`src/rtl/codix_risc_port_rx.sv`:
```
// codix_risc_port_rx
// Receive side of the core output port. Words written by the core are
// queued in a show-ahead FIFO for a downstream consumer. A sticky halt
// capture records the core error code. A small FSM raises an interrupt
// back to the core when the fill level reaches THRESH, when a word is
// dropped on overflow, or when the core halts.

module codix_risc_port_rx #(
    parameter int DEPTH  = 8,
    parameter int THRESH = 4
) (
    input  logic                       CLK,
    input  logic                       RST,
    input  logic [31:0]                port_out,
    input  logic                       port_out_en,
    input  logic                       port_halt,
    input  logic [31:0]                port_error,
    output logic                       irq,
    input  logic                       irq_ack,
    output logic [31:0]                rd_data,
    output logic                       rd_valid,
    input  logic                       rd_ready,
    output logic [$clog2(DEPTH):0]     count,
    output logic                       overflow,
    output logic                       halted,
    output logic [31:0]                error_code
);

    localparam int AW = $clog2(DEPTH);
    localparam int CW = AW + 1;

    // Fill-level constants at counter width so comparisons stay width-exact
    localparam logic [CW-1:0] FULL_LVL   = CW'(DEPTH);
    localparam logic [CW-1:0] THRESH_LVL = CW'(THRESH);

    typedef enum logic [1:0] {
        IDLE = 2'd0,
        PEND = 2'd1,
        HOLD = 2'd2
    } state_t;

    // ------------------------------------------------------------------
    // Storage and state
    // ------------------------------------------------------------------
    logic [31:0]   mem [DEPTH];
    logic [AW-1:0] wr_ptr_reg;
    logic [AW-1:0] rd_ptr_reg;
    logic [CW-1:0] count_reg;
    logic [CW-1:0] count_next;
    logic          overflow_reg;
    logic          halted_reg;
    logic [31:0]   error_code_reg;
    state_t        state_reg;
    state_t        state_next;

    // ------------------------------------------------------------------
    // Handshake decode
    // ------------------------------------------------------------------
    logic is_full;
    logic is_empty;
    logic pop;
    logic push;
    logic ovf_event;
    logic halt_event;
    logic over_thresh;

    // Pop only when data is present; rd_ready alone is ignored when empty.
    // A push into a full FIFO is still legal when the head leaves this cycle.
    // Once halted, writes are silently discarded and never count as overflow.
    always_comb begin
        is_full     = (count_reg == FULL_LVL);
        is_empty    = (count_reg == '0);
        pop         = !is_empty && rd_ready;
        push        = port_out_en && !halted_reg && (!is_full || pop);
        ovf_event   = port_out_en && !halted_reg && is_full && !pop;
        halt_event  = port_halt && !halted_reg;
        over_thresh = (count_reg >= THRESH_LVL);
    end

    // Fill level update: simultaneous push and pop leaves the level unchanged
    always_comb begin
        count_next = count_reg;
        case ({push, pop})
            2'b10:   count_next = count_reg + CW'(1);
            2'b01:   count_next = count_reg - CW'(1);
            default: count_next = count_reg;
        endcase
    end

    // Word storage; not reset, validity is tracked by the pointers and count
    always_ff @(posedge CLK) begin
        if (push) begin
            mem[wr_ptr_reg] <= port_out;
        end
    end

    // Pointers and fill level; pointers wrap naturally at DEPTH (power of two)
    always_ff @(posedge CLK or negedge RST) begin
        if (!RST) begin
            wr_ptr_reg <= '0;
            rd_ptr_reg <= '0;
            count_reg  <= '0;
        end else begin
            if (push) begin
                wr_ptr_reg <= wr_ptr_reg + AW'(1);
            end
            if (pop) begin
                rd_ptr_reg <= rd_ptr_reg + AW'(1);
            end
            count_reg <= count_next;
        end
    end

    // Sticky overflow: a dropped word sets it, an acknowledge in PEND clears
    // it, and a drop in the same cycle as the acknowledge takes priority
    always_ff @(posedge CLK or negedge RST) begin
        if (!RST) begin
            overflow_reg <= 1'b0;
        end else if (ovf_event) begin
            overflow_reg <= 1'b1;
        end else if (irq_ack && (state_reg == PEND)) begin
            overflow_reg <= 1'b0;
        end
    end

    // Halt capture: only the first halt cycle is recorded
    always_ff @(posedge CLK or negedge RST) begin
        if (!RST) begin
            halted_reg     <= 1'b0;
            error_code_reg <= '0;
        end else if (halt_event) begin
            halted_reg     <= 1'b1;
            error_code_reg <= port_error;
        end
    end

    // ------------------------------------------------------------------
    // Interrupt FSM
    // ------------------------------------------------------------------

    // State register for the interrupt FSM
    always_ff @(posedge CLK or negedge RST) begin
        if (!RST) begin
            state_reg <= IDLE;
        end else begin
            state_reg <= state_next;
        end
    end

    // Next-state logic: HOLD waits for the level to fall below THRESH so a
    // standing high fill level does not retrigger immediately after an ack;
    // fresh overflow or halt events always re-raise the request
    always_comb begin
        state_next = state_reg;
        case (state_reg)
            IDLE: begin
                if (over_thresh || ovf_event || halt_event) begin
                    state_next = PEND;
                end
            end
            PEND: begin
                if (irq_ack) begin
                    state_next = HOLD;
                end
            end
            HOLD: begin
                if (ovf_event || halt_event) begin
                    state_next = PEND;
                end else if (!over_thresh) begin
                    state_next = IDLE;
                end
            end
            default: state_next = IDLE;
        endcase
    end

    // ------------------------------------------------------------------
    // Outputs
    // ------------------------------------------------------------------
    // Head word is gated so rd_data reads zero whenever the FIFO is empty
    assign rd_valid   = !is_empty;
    assign rd_data    = is_empty ? 32'h0 : mem[rd_ptr_reg];
    assign count      = count_reg;
    assign overflow   = overflow_reg;
    assign halted     = halted_reg;
    assign error_code = error_code_reg;
    assign irq        = (state_reg == PEND);

endmodule

```
`config.mk`:
```
export PLATFORM = sky130hd
export DESIGN_NAME = codix_risc_port_rx
export DESIGN_NICKNAME = d
export VERILOG_FILES = /design/src/rtl/codix_risc_port_rx.sv
export SDC_FILE = /design/constraint.sdc
export NUM_CORES = 1
export LEC_CHECK = 0
export ABC_AREA = 1
export BUFFER_PORTS_ARGS = -buffer_cell sky130_fd_sc_hd__buf_4
export CAP_MARGIN = 10
export CORE_MARGIN = 2
export CORE_UTILIZATION = 44
export CTS_CLUSTER_SIZE = 25
export DETAILED_ROUTE_END_ITERATION = 8
export PLACE_DENSITY_LB_ADDON = 0.15
export SKIP_CTS_REPAIR_TIMING = 1
export SYNTH_ARGS = -nofsm -noshare
export SYNTH_HDL_FRONTEND = slang
export SYNTH_SLANG_ARGS = --single-unit
```
`constraint.sdc`:
```
create_clock -name CLK -period 8.3 [get_ports CLK]
set_clock_uncertainty 0.2 [all_clocks]
set_input_delay 0.415 -clock CLK [delete_from_list [all_inputs] [get_ports CLK]]
set_output_delay 0.415 -clock CLK [all_outputs]
set_load 0.05 [all_outputs]
```
# Yosys cells after proc, flatten, opt, wreduce, memory -nomap -nowiden
# Memories as Yosys holds them, arrays and structs flattened.
# Index checks and enable logic that the tools add are counted.
dict set report totals {
  input_bits 70
  mem_bits_rw 256
  latchBits 0
  reg_bits 46
  n_memories 1
  romBits 0
  output_inout_bits 72
}
dict set report op_classes {
  mux 11
  shifts 0
  n_lt_le_gt_ge 1
  eq_ne 8
  multipliers 0
  n_addsub 4
  reduce_logical 20
  div_mod_pow 0
  bitwise 0
}
# memory words word_bits read_ports rd_clocked_by_memory_dff wr line
set memory_table {}
lappend memory_table {mem 8 32 1 0 1 45} ;# logic [31:0] mem [DEPTH];
# op count
set ops {}
lappend ops {{2-to-1 mux 32 bit} 1}
lappend ops {{2-to-1 mux 2 bit} 4}
lappend ops {{one-hot mux 4 bit (2 select lines)} 1}
lappend ops {{logical AND 1 bit} 7}
lappend ops {{adder 3 x 1 -> 3 bit (second input constant)} 2}
lappend ops {{one-hot mux 2 bit (3 select lines)} 1}
lappend ops {{adder 4 x 1 -> 4 bit (second input constant)} 1}
lappend ops {{== test 2 x 1 -> 1 bit (second input constant)} 2}
lappend ops {{== test 2 bit (second input constant)} 2}
lappend ops {{== test 4 bit (second input constant)} 1}
lappend ops {{greater-or-equal comparator 4 x 3 -> 1 bit (second input constant)} 1}
lappend ops {{zero test 1 bit} 4}
lappend ops {{zero test 4 bit} 1}
lappend ops {{logical OR 1 bit} 4}
lappend ops {{2-to-1 mux 1 bit} 4}
lappend ops {{nonzero test 2 bit} 2}
lappend ops {{subtractor 4 x 1 -> 4 bit (second input constant)} 1}
lappend ops {{!= test 3 bit (second input constant)} 1}
lappend ops {{AND reduction 3 bit} 1}
lappend ops {{zero test 2 bit} 1}
lappend ops {{!= test 2 x 1 -> 1 bit (second input constant)} 1}
lappend ops {{!= test 2 bit (second input constant)} 1}

# Logic depth before layout (Yosys ltp)
# Gate-level depths: netlist of run 1.
dict set report logic_depth {
  depth_word 9
  depth_mapped 11
}

# Worst setup path before layout of run 1
# Ideal clock, no wire load.
dict set report synth_timing {
  kind {register to register}
  startpoint {register count_reg[0] (netlist: count[0])}
  endpoint {memory mem[0][0], enable pin}
  stages_incl_launch_ff 6
  required_time_ps 7679
  t_arrival_ps 2765
  synth_period_minus_slack_ps 3386
  slack_ps 4914
  path_cell_list {dfrtp_1 nor2_1 nand3_1 nand2_1 or2_2 nor2_1}
}
dict set report synth_via {
  elab_chain_cells 7
  elab_cells_between_ends 9
}
# item line
set synth_lines {}
lappend synth_lines {{from (decl)} 48} ;# logic [CW-1:0] count_reg;
lappend synth_lines {{from (signal assigned)} 110} ;# count_reg <= count_next;
lappend synth_lines {{zero test 4 bit} 72} ;# is_empty = (count_reg == '0);
lappend synth_lines {{zero test 1 bit} 73} ;# pop = !is_empty && rd_ready;
lappend synth_lines {{logical AND 1 bit} 73}
lappend synth_lines {{logical OR 1 bit (*)} 74} ;# push = port_out_en && !halted_reg && (!is_full || pop);
lappend synth_lines {{logical AND 1 bit (*)} 74}
lappend synth_lines {{2-to-1 mux 1 bit (*)} 92} ;# if (push) begin
lappend synth_lines {{2-to-1 mux 1 bit (implied by the code) (*)} 93} ;# mem[wr_ptr_reg] <= port_out;
lappend synth_lines {{to (decl)} 45}
# Mark *: on every way between the ends. The rest lies on a longest branch, timed or not.

# Worst setup path after layout of run 1
dict set report layout_timing {
  startpoint {register rd_ptr_reg[0]}
  endpoint {output rd_data[28]}
}
dict set report layout_via {
  elab_chain_cells 2
}
# item line
set layout_lines {}
lappend layout_lines {{from (decl)} 47} ;# logic [AW-1:0] rd_ptr_reg;
lappend layout_lines {{from (signal assigned)} 108} ;# rd_ptr_reg <= rd_ptr_reg + AW'(1);
lappend layout_lines {{memory read (8 x 32 bit)} n/a}
lappend layout_lines {{2-to-1 mux 32 bit} 182} ;# assign rd_data = is_empty ? 32'h0 : mem[rd_ptr_reg];
lappend layout_lines {{to (decl)} 20} ;# output logic [31:0] rd_data,
# No other way between the ends.

==> flow_metrics.env, run 1 <==
export IMPL_synth_cell_type_count=28
export IMPL_place_congestion=0.717
export IMPL_p_leak_uw=0.00579
export IMPL_critPathLaunchType="flip-flop"
export IMPL_worstPathMaxFanout=77
export IMPL_comb_power_share_pct=38.9
export IMPL_grt_pass1_vias=7548
export IMPL_numCtsBuffers=34
export IMPL_path_clk_slew_ns=0.05
export IMPL_ys_seq_elements=302
export IMPL_hold_class="in -> reg"
export IMPL_drt_wl_total_um=27200
export IMPL_critical_path_class="reg -> out"
export IMPL_worst_slew_pin_slew_ns=1.10
export IMPL_grt_use_total_pct=18.7
export IMPL_core_mm2=0.0270
export IMPL_fin_crit_sh_pct=46.9
export IMPL_hold_viol=0
export IMPL_fp_row_count=60
export IMPL_nets=1243
export IMPL_cts_sinks=302
export IMPL_seq_area_frac_synth_pct=72.9
export IMPL_whs_ns=0.145
export IMPL_async_flop_share_pct=15.2
export IMPL_relSlewSlack_pct=26.5
export IMPL_drc=0
export IMPL_worst_path_largest_cell_delay_ns=0.76
export IMPL_syn_inst=970
export IMPL_critical_path_arrival_ns=3.28
export IMPL_switching_share_pct=39.2
export IMPL_drive_gt1_share_pct=20.2
export IMPL_cpMostUsedCell="nor2_1"
export IMPL_syn_area_mm2=0.0121
export IMPL_ys_warn_count=0
export IMPL_ir_drop_mv=0.176
export IMPL_path_buf_inv=3
export IMPL_dp_hpwl_um=14600
export IMPL_ctsRootBufferMaster="clkbuf_16"
export IMPL_grt_pass1_wl_um=41700
export IMPL_largest_register_ffs=256
export IMPL_yosysTopAreaCellShare_pct=63.4
export IMPL_drt_iter0_markers=620
export IMPL_setup_tns_ns=0
export IMPL_areaGrowthSynthToFinish_pct=26.2
export IMPL_power_uw=5350
export IMPL_diodes=0
export IMPL_num_vias=7948
export IMPL_slowest_stage="buf_4"
export IMPL_crit_path_cell_trace="inv_4, buf_4, nor2_1, o32ai_2, nor2_1, nor2_1, buf_4"
export IMPL_end_kind="output port"
export IMPL_outcome="finished clean"
export IMPL_period_needed_ns=3.89
export IMPL_drt_pass1_iterations=5
export IMPL_ys_top_cells_by_count="nor2_1, edfxtp_1, nand2_1"
export IMPL_syn_area_per_cell_um2=12.5
export IMPL_synth_edff_count=256
export IMPL_cp_required_ns=7.69
export IMPL_design_portCount=142
export IMPL_fmax_ghz=0.257
export IMPL_cts_tree="built"
export IMPL_dieArea_mm2=0.0289
export IMPL_grt_max_degree=108
export IMPL_p_int_uw=3260
export IMPL_p_per_area_mw_per_mm2=350
export IMPL_die_w_um=170
export IMPL_htreeDepth=2
export IMPL_postRouteAntennaNets=0
export IMPL_p_seq_share_pct=32.6
export IMPL_cts_max_path_buffers=3
export IMPL_cp_top_family="buffers and inverters"
export IMPL_antenna_found_initial=0
export IMPL_pwr_share_clk_pct=28.5
export IMPL_die_height_um=170
export IMPL_wl_per_cell_um=17.7
export IMPL_via_per_inst=5.17
export IMPL_synthFlopType="edfxtp_1"
export IMPL_yosysTopAreaCell="edfxtp_1"
export IMPL_start_util_pct=44.8
export IMPL_slew_violations=0
export IMPL_grt_overflow=0
export IMPL_finalCoreUtilization_pct=56.6
export IMPL_rsz0062_at_grt="false"
export IMPL_syn_nets=1043
export IMPL_drv_cap=0
export IMPL_setup_violations=0
export IMPL_power_net_switching_uw=2100
export IMPL_worstSkewPairLatency_ns=0.51
export IMPL_port_buffers=141
export IMPL_synth_area_leaders="edfxtp_1, dfrtp_1, nor2_1"
export IMPL_synth_most_common_cell="nor2_1"
## power groups by stage
stage          registers, uW  clock network, uW  logic, uW
2_1_floorplan           1790                  0       1530
3_3_place_gp            1780                  0       2070
3_5_place_dp            1780                  0       2080
4_1_cts                 1740               1550       2090
5_1_grt                 1750               1610       2270
6_report                1740               1520       2090
## layout by cell type, fill, tap and decap left out
cell           count
clkbuf_1           8
o21ai_1           17
nand4_2            1
nor2_4             8
nor2_2             2
clkinv_2           5
nor2_1           262
nand4_1            2
inv_1             17
or2_2              1
dfrtp_1           44
o32ai_2           16
edfxtp_1         256
clkinv_1           4
o311ai_0           1
o21bai_1           1
o31ai_1            1
o21ai_0           83
dlygate4sd3_1     67
inv_2              2
buf_4            155
nand2_4            1
nand2_2            1
xor2_1             6
nand3_1            3
dfrtp_4            2
ha_1               3
inv_4              1
clkbuf_8           5
nand2_1          132
nand3_4            1
o32ai_1           48
clkbuf_16         37
bufinv_16          3
## cell type report
cell class | instances | area [um^2]
Clock buffer | 50 | 1020
Clock inverter | 12 | 130
Fill cell | 2224 | 11700
Inverter | 20 | 77.6
Multi-Input combinational cell | 590 | 2960
Sequential cell | 302 | 8850
Tap cell | 341 | 427
Timing Repair Buffer | 222 | 1830
## logic make-up after synthesis
group / after synthesis / synth area share (%)
AOI/OAI and AO/OA: 167 / 9.94
xor gates and xnor gates: 6 / 0.434
adders and majority gates: 3 / 0.310
buffers and inverters: 78 / 3.18
DFF: 302 / 72.9
and+or+nand+nor: 414 / 13.2
## final timing paths
kind | cells past startpoint | from | endpoint | slack [ns]
setup / recovery | 7 | rd_ptr_reg[0]$_DFFE_PN0P_ | rd_data[28] | 4.41
hold / removal | 3 | rd_ready | rd_ptr_reg[0]$_DFFE_PN0P_ | 0.15
setup reg to reg | 7 | halted$_DFFE_PN0P_ | mem[4][18]$_DFFE_PP_ | 5.54
hold reg to reg | 2 | error_code[21]$_DFFE_PN0P_ | error_code[21]$_DFFE_PN0P_ | 0.27
max in group asynchronous | 2 | RST | rd_ptr_reg[1]$_DFFE_PN0P_ | 7.18
min in group asynchronous | 2 | RST | error_code[17]$_DFFE_PN0P_ | 0.26
## per-stage QoR
step,worst slack (ns),instances,cell area (um^2)
2_1_floorplan,4.91,970,12100
3_3_place_gp,4.88,1408,13500
3_5_place_dp,4.91,1408,13500
4_1_cts,4.36,1470,14600
5_1_grt,4.15,1537,15300
6_report,4.41,1537,15300
## routing by layer
layer  wire [um]  part of all wire, %  vias to the layer above  GRT usage, %
met2       13100                   48                      212          30.7
met5           0                    0                        -             0
met4         554                  2.0                        0          5.54
met1       12000                   44                     3857          24.9
li1            -                    -                     3841             -
met3        1580                  5.8                       38          4.63
## worst reg2reg max path, cell delays in order, from the launching register on
cell and delay, ns:
dfrtp_1 0.40, inv_1 0.08, nand2_1 0.19, inv_1 0.10, nand2_1 0.09, or2_2 0.40
nor2_4 0.54, buf_4 0.43
Note: power is estimated with default switching activity, not from simulation.
==> run 2: changes to the inputs <==
==> constraint.sdc (replaced) <==
create_clock -name CLK -period 4 [get_ports CLK]
set_clock_uncertainty 0.2 [all_clocks]
set_input_delay 0.2 -clock CLK [delete_from_list [all_inputs] [get_ports CLK]]
set_output_delay 0.2 -clock CLK [all_outputs]
set_load 0.05 [all_outputs]
==> run 2 against run 1 <==
  * The run now ends with hold timing left
  * Clock-buffer cell count shrank 9
  * Sequential cell count did not move
  * Core utilization fell by 0.75 points
  * Critical path depth stayed put
  * Sequential power up 120%
  * Critical path type unchanged
  * Largest cell class unchanged
==> flow_metrics.env, run 2 (synthesis results as in run 1) <==
export IMPL_p_per_area_mw_per_mm2=700
export IMPL_drv_cap=0
export IMPL_grt_max_degree=93
export IMPL_nets=1245
export IMPL_dieArea_mm2=0.0289
export IMPL_drc=0
export IMPL_final_cell_mix="nor2_1, edfxtp_1, buf_4"
export IMPL_grt_overflow=0
export IMPL_fmax_ghz=0.279
export IMPL_via_per_inst=5.18
export IMPL_design_portCount=142
export IMPL_port_buffers=141
export IMPL_drt_pass1_iterations=5
export IMPL_r2r_start="halted$_DFFE_PN0P_"
export IMPL_slew_violations=0
export IMPL_drt_iter0_markers=588
export IMPL_grt_pass1_wl_um=40700
export IMPL_core_mm2=0.0270
export IMPL_postPlaceCellArea_mm2=0.0135
export IMPL_place_inst=1412
export IMPL_postRouteAntennaNets=0
export IMPL_numCtsBuffers=31
export IMPL_drive_gt1_share_pct=19.7
export IMPL_critical_path_arrival_ns=3.19
export IMPL_wl_per_cell_um=17.5
export IMPL_holdPathStages=3
export IMPL_die_w_um=170
export IMPL_rsz0062_at_grt="false"
export IMPL_period_needed_ns=3.59
export IMPL_cts_sinks=302
export IMPL_min_from="port_out_en"
export IMPL_cts_max_path_buffers=3
export IMPL_largest_register_ffs=256
export IMPL_htreeDepth=1
export IMPL_grt_use_total_pct=18.1
export IMPL_die_height_um=170
export IMPL_dp_hpwl_um=14200
export IMPL_finalCoreUtilization_pct=55.9
export IMPL_diodes=0
export IMPL_critical_path_class="reg -> out"
export IMPL_final_area_mm2=0.0151
export IMPL_fin_crit_sh_pct=89.8
export IMPL_grt_pass1_vias=7319
export IMPL_critPathLaunchType="flip-flop"
export IMPL_outcome="finished with violations"
export IMPL_hold_class="in -> reg"
export IMPL_cp_required_ns=3.60
export IMPL_ir_drop_mv=0.377
export IMPL_end_kind="output port"
export IMPL_regToRegEndpoint="mem[1][26]$_DFFE_PP_"
export IMPL_areaGrowthSynthToFinish_pct=24.6
export IMPL_worstSkewPairLatency_ns=0.56
export IMPL_fp_row_count=60
export IMPL_final_common_cell="nor2_1"
export IMPL_place_congestion=0.714
export IMPL_path_clk_slew_ns=0.06
export IMPL_ctsRootBufferMaster="clkbuf_16"
export IMPL_drt_wl_total_um=26900
export IMPL_whs_ns=-0.0706
export IMPL_worstPathMaxFanout=66
export IMPL_final_cells=1536
export IMPL_num_vias=7951
export IMPL_setup_tns_ns=0
export IMPL_relSlewSlack_pct=31.5
export IMPL_r2r_worst_path_cells=8
export IMPL_setup_violations=0
export IMPL_hold_end="overflow$_DFFE_PN0P_"
export IMPL_hold_viol=1
export IMPL_violations="hold timing"
export IMPL_r2r_setup_slack_ns=1.30
export IMPL_p_leak_uw=0.00569
export IMPL_worst_slew_pin_slew_ns=1.03
export IMPL_antenna_found_initial=0
export IMPL_cts_tree="built"
export IMPL_start_util_pct=44.8
run 2: changes by cell type in the layout (fill, tap and decap cells not counted), sizes merged:
cell	previous run	this run
buf	155	159
bufinv	3	1
clkbuf	50	41
clkinv	9	12
clkinvlp	0	1
dlygate4sd3	67	68
inv	20	21
run 2: final cells by class:
type | instances | area (um^2)
fill | 2219 | 11900
sequential | 302 | 8850
multi-input combinational | 590 | 2960
timing repair buffer | 227 | 1870
clock buffer | 41 | 813
tap | 341 | 427
clock inverter | 15 | 98.8
inverter | 20 | 77.6
run 2: through the flow:
step / hold slack (ns) / total power [uW] / setup slack, ns
final: -0.0706 / 10600 / 0.410
after CTS: -0.536 / 10600 / 0.352
after global routing: 0.00696 / 11100 / 0.145
after global placement: 0.0582 / 7980 / 0.990
after detailed placement: 0.0592 / 8010 / 0.951
after floorplan: -0.296 / 6900 / 0.614
run 2: worst max-delay path by stage:
stage	startpoint	to	slack (ns)	depth (start not counted)
5_1_grt	rd_ptr_reg[0]$_DFFE_PN0P_	rd_data[12]	0.14	7
3_3_place_gp	rd_ptr_reg[0]$_DFFE_PN0P_	rd_data[15]	0.99	7
3_5_place_dp	rd_ptr_reg[0]$_DFFE_PN0P_	rd_data[15]	0.95	7
4_1_cts	rd_ptr_reg[0]$_DFFE_PN0P_	rd_data[15]	0.35	7
6_report	rd_ptr_reg[0]$_DFFE_PN0P_	rd_data[15]	0.41	7
2_1_floorplan	count[0]$_DFFE_PN0P_	mem[0][0]$_DFFE_PP_	0.61	5
run 2: worst max-delay path, cell delays in order, from the launching register on:
cell	delay [ns]
dfrtp_4	0.73
inv_4	0.62
buf_4	0.44
nor2_1	0.07
o32ai_1	0.24
o21ai_1	0.09
nor2_1	0.17
buf_4	0.22
run 2: metal layers:
layer,share of wire [%],global-route usage (%),up-vias
li1,-,-,3842
met2,48,29.7,211
met3,5.4,3.74,31
met4,1.7,4.42,0
met5,0,0,-
met1,45,24.9,3867
run 2: power by group:
part	switching, uW	internal [uW]	leakage (uW)
clock network	1130	1480	0.000446
logic	2870	1320	0.00237
registers	285	3480	0.00287
total	4280	6280	0.00569
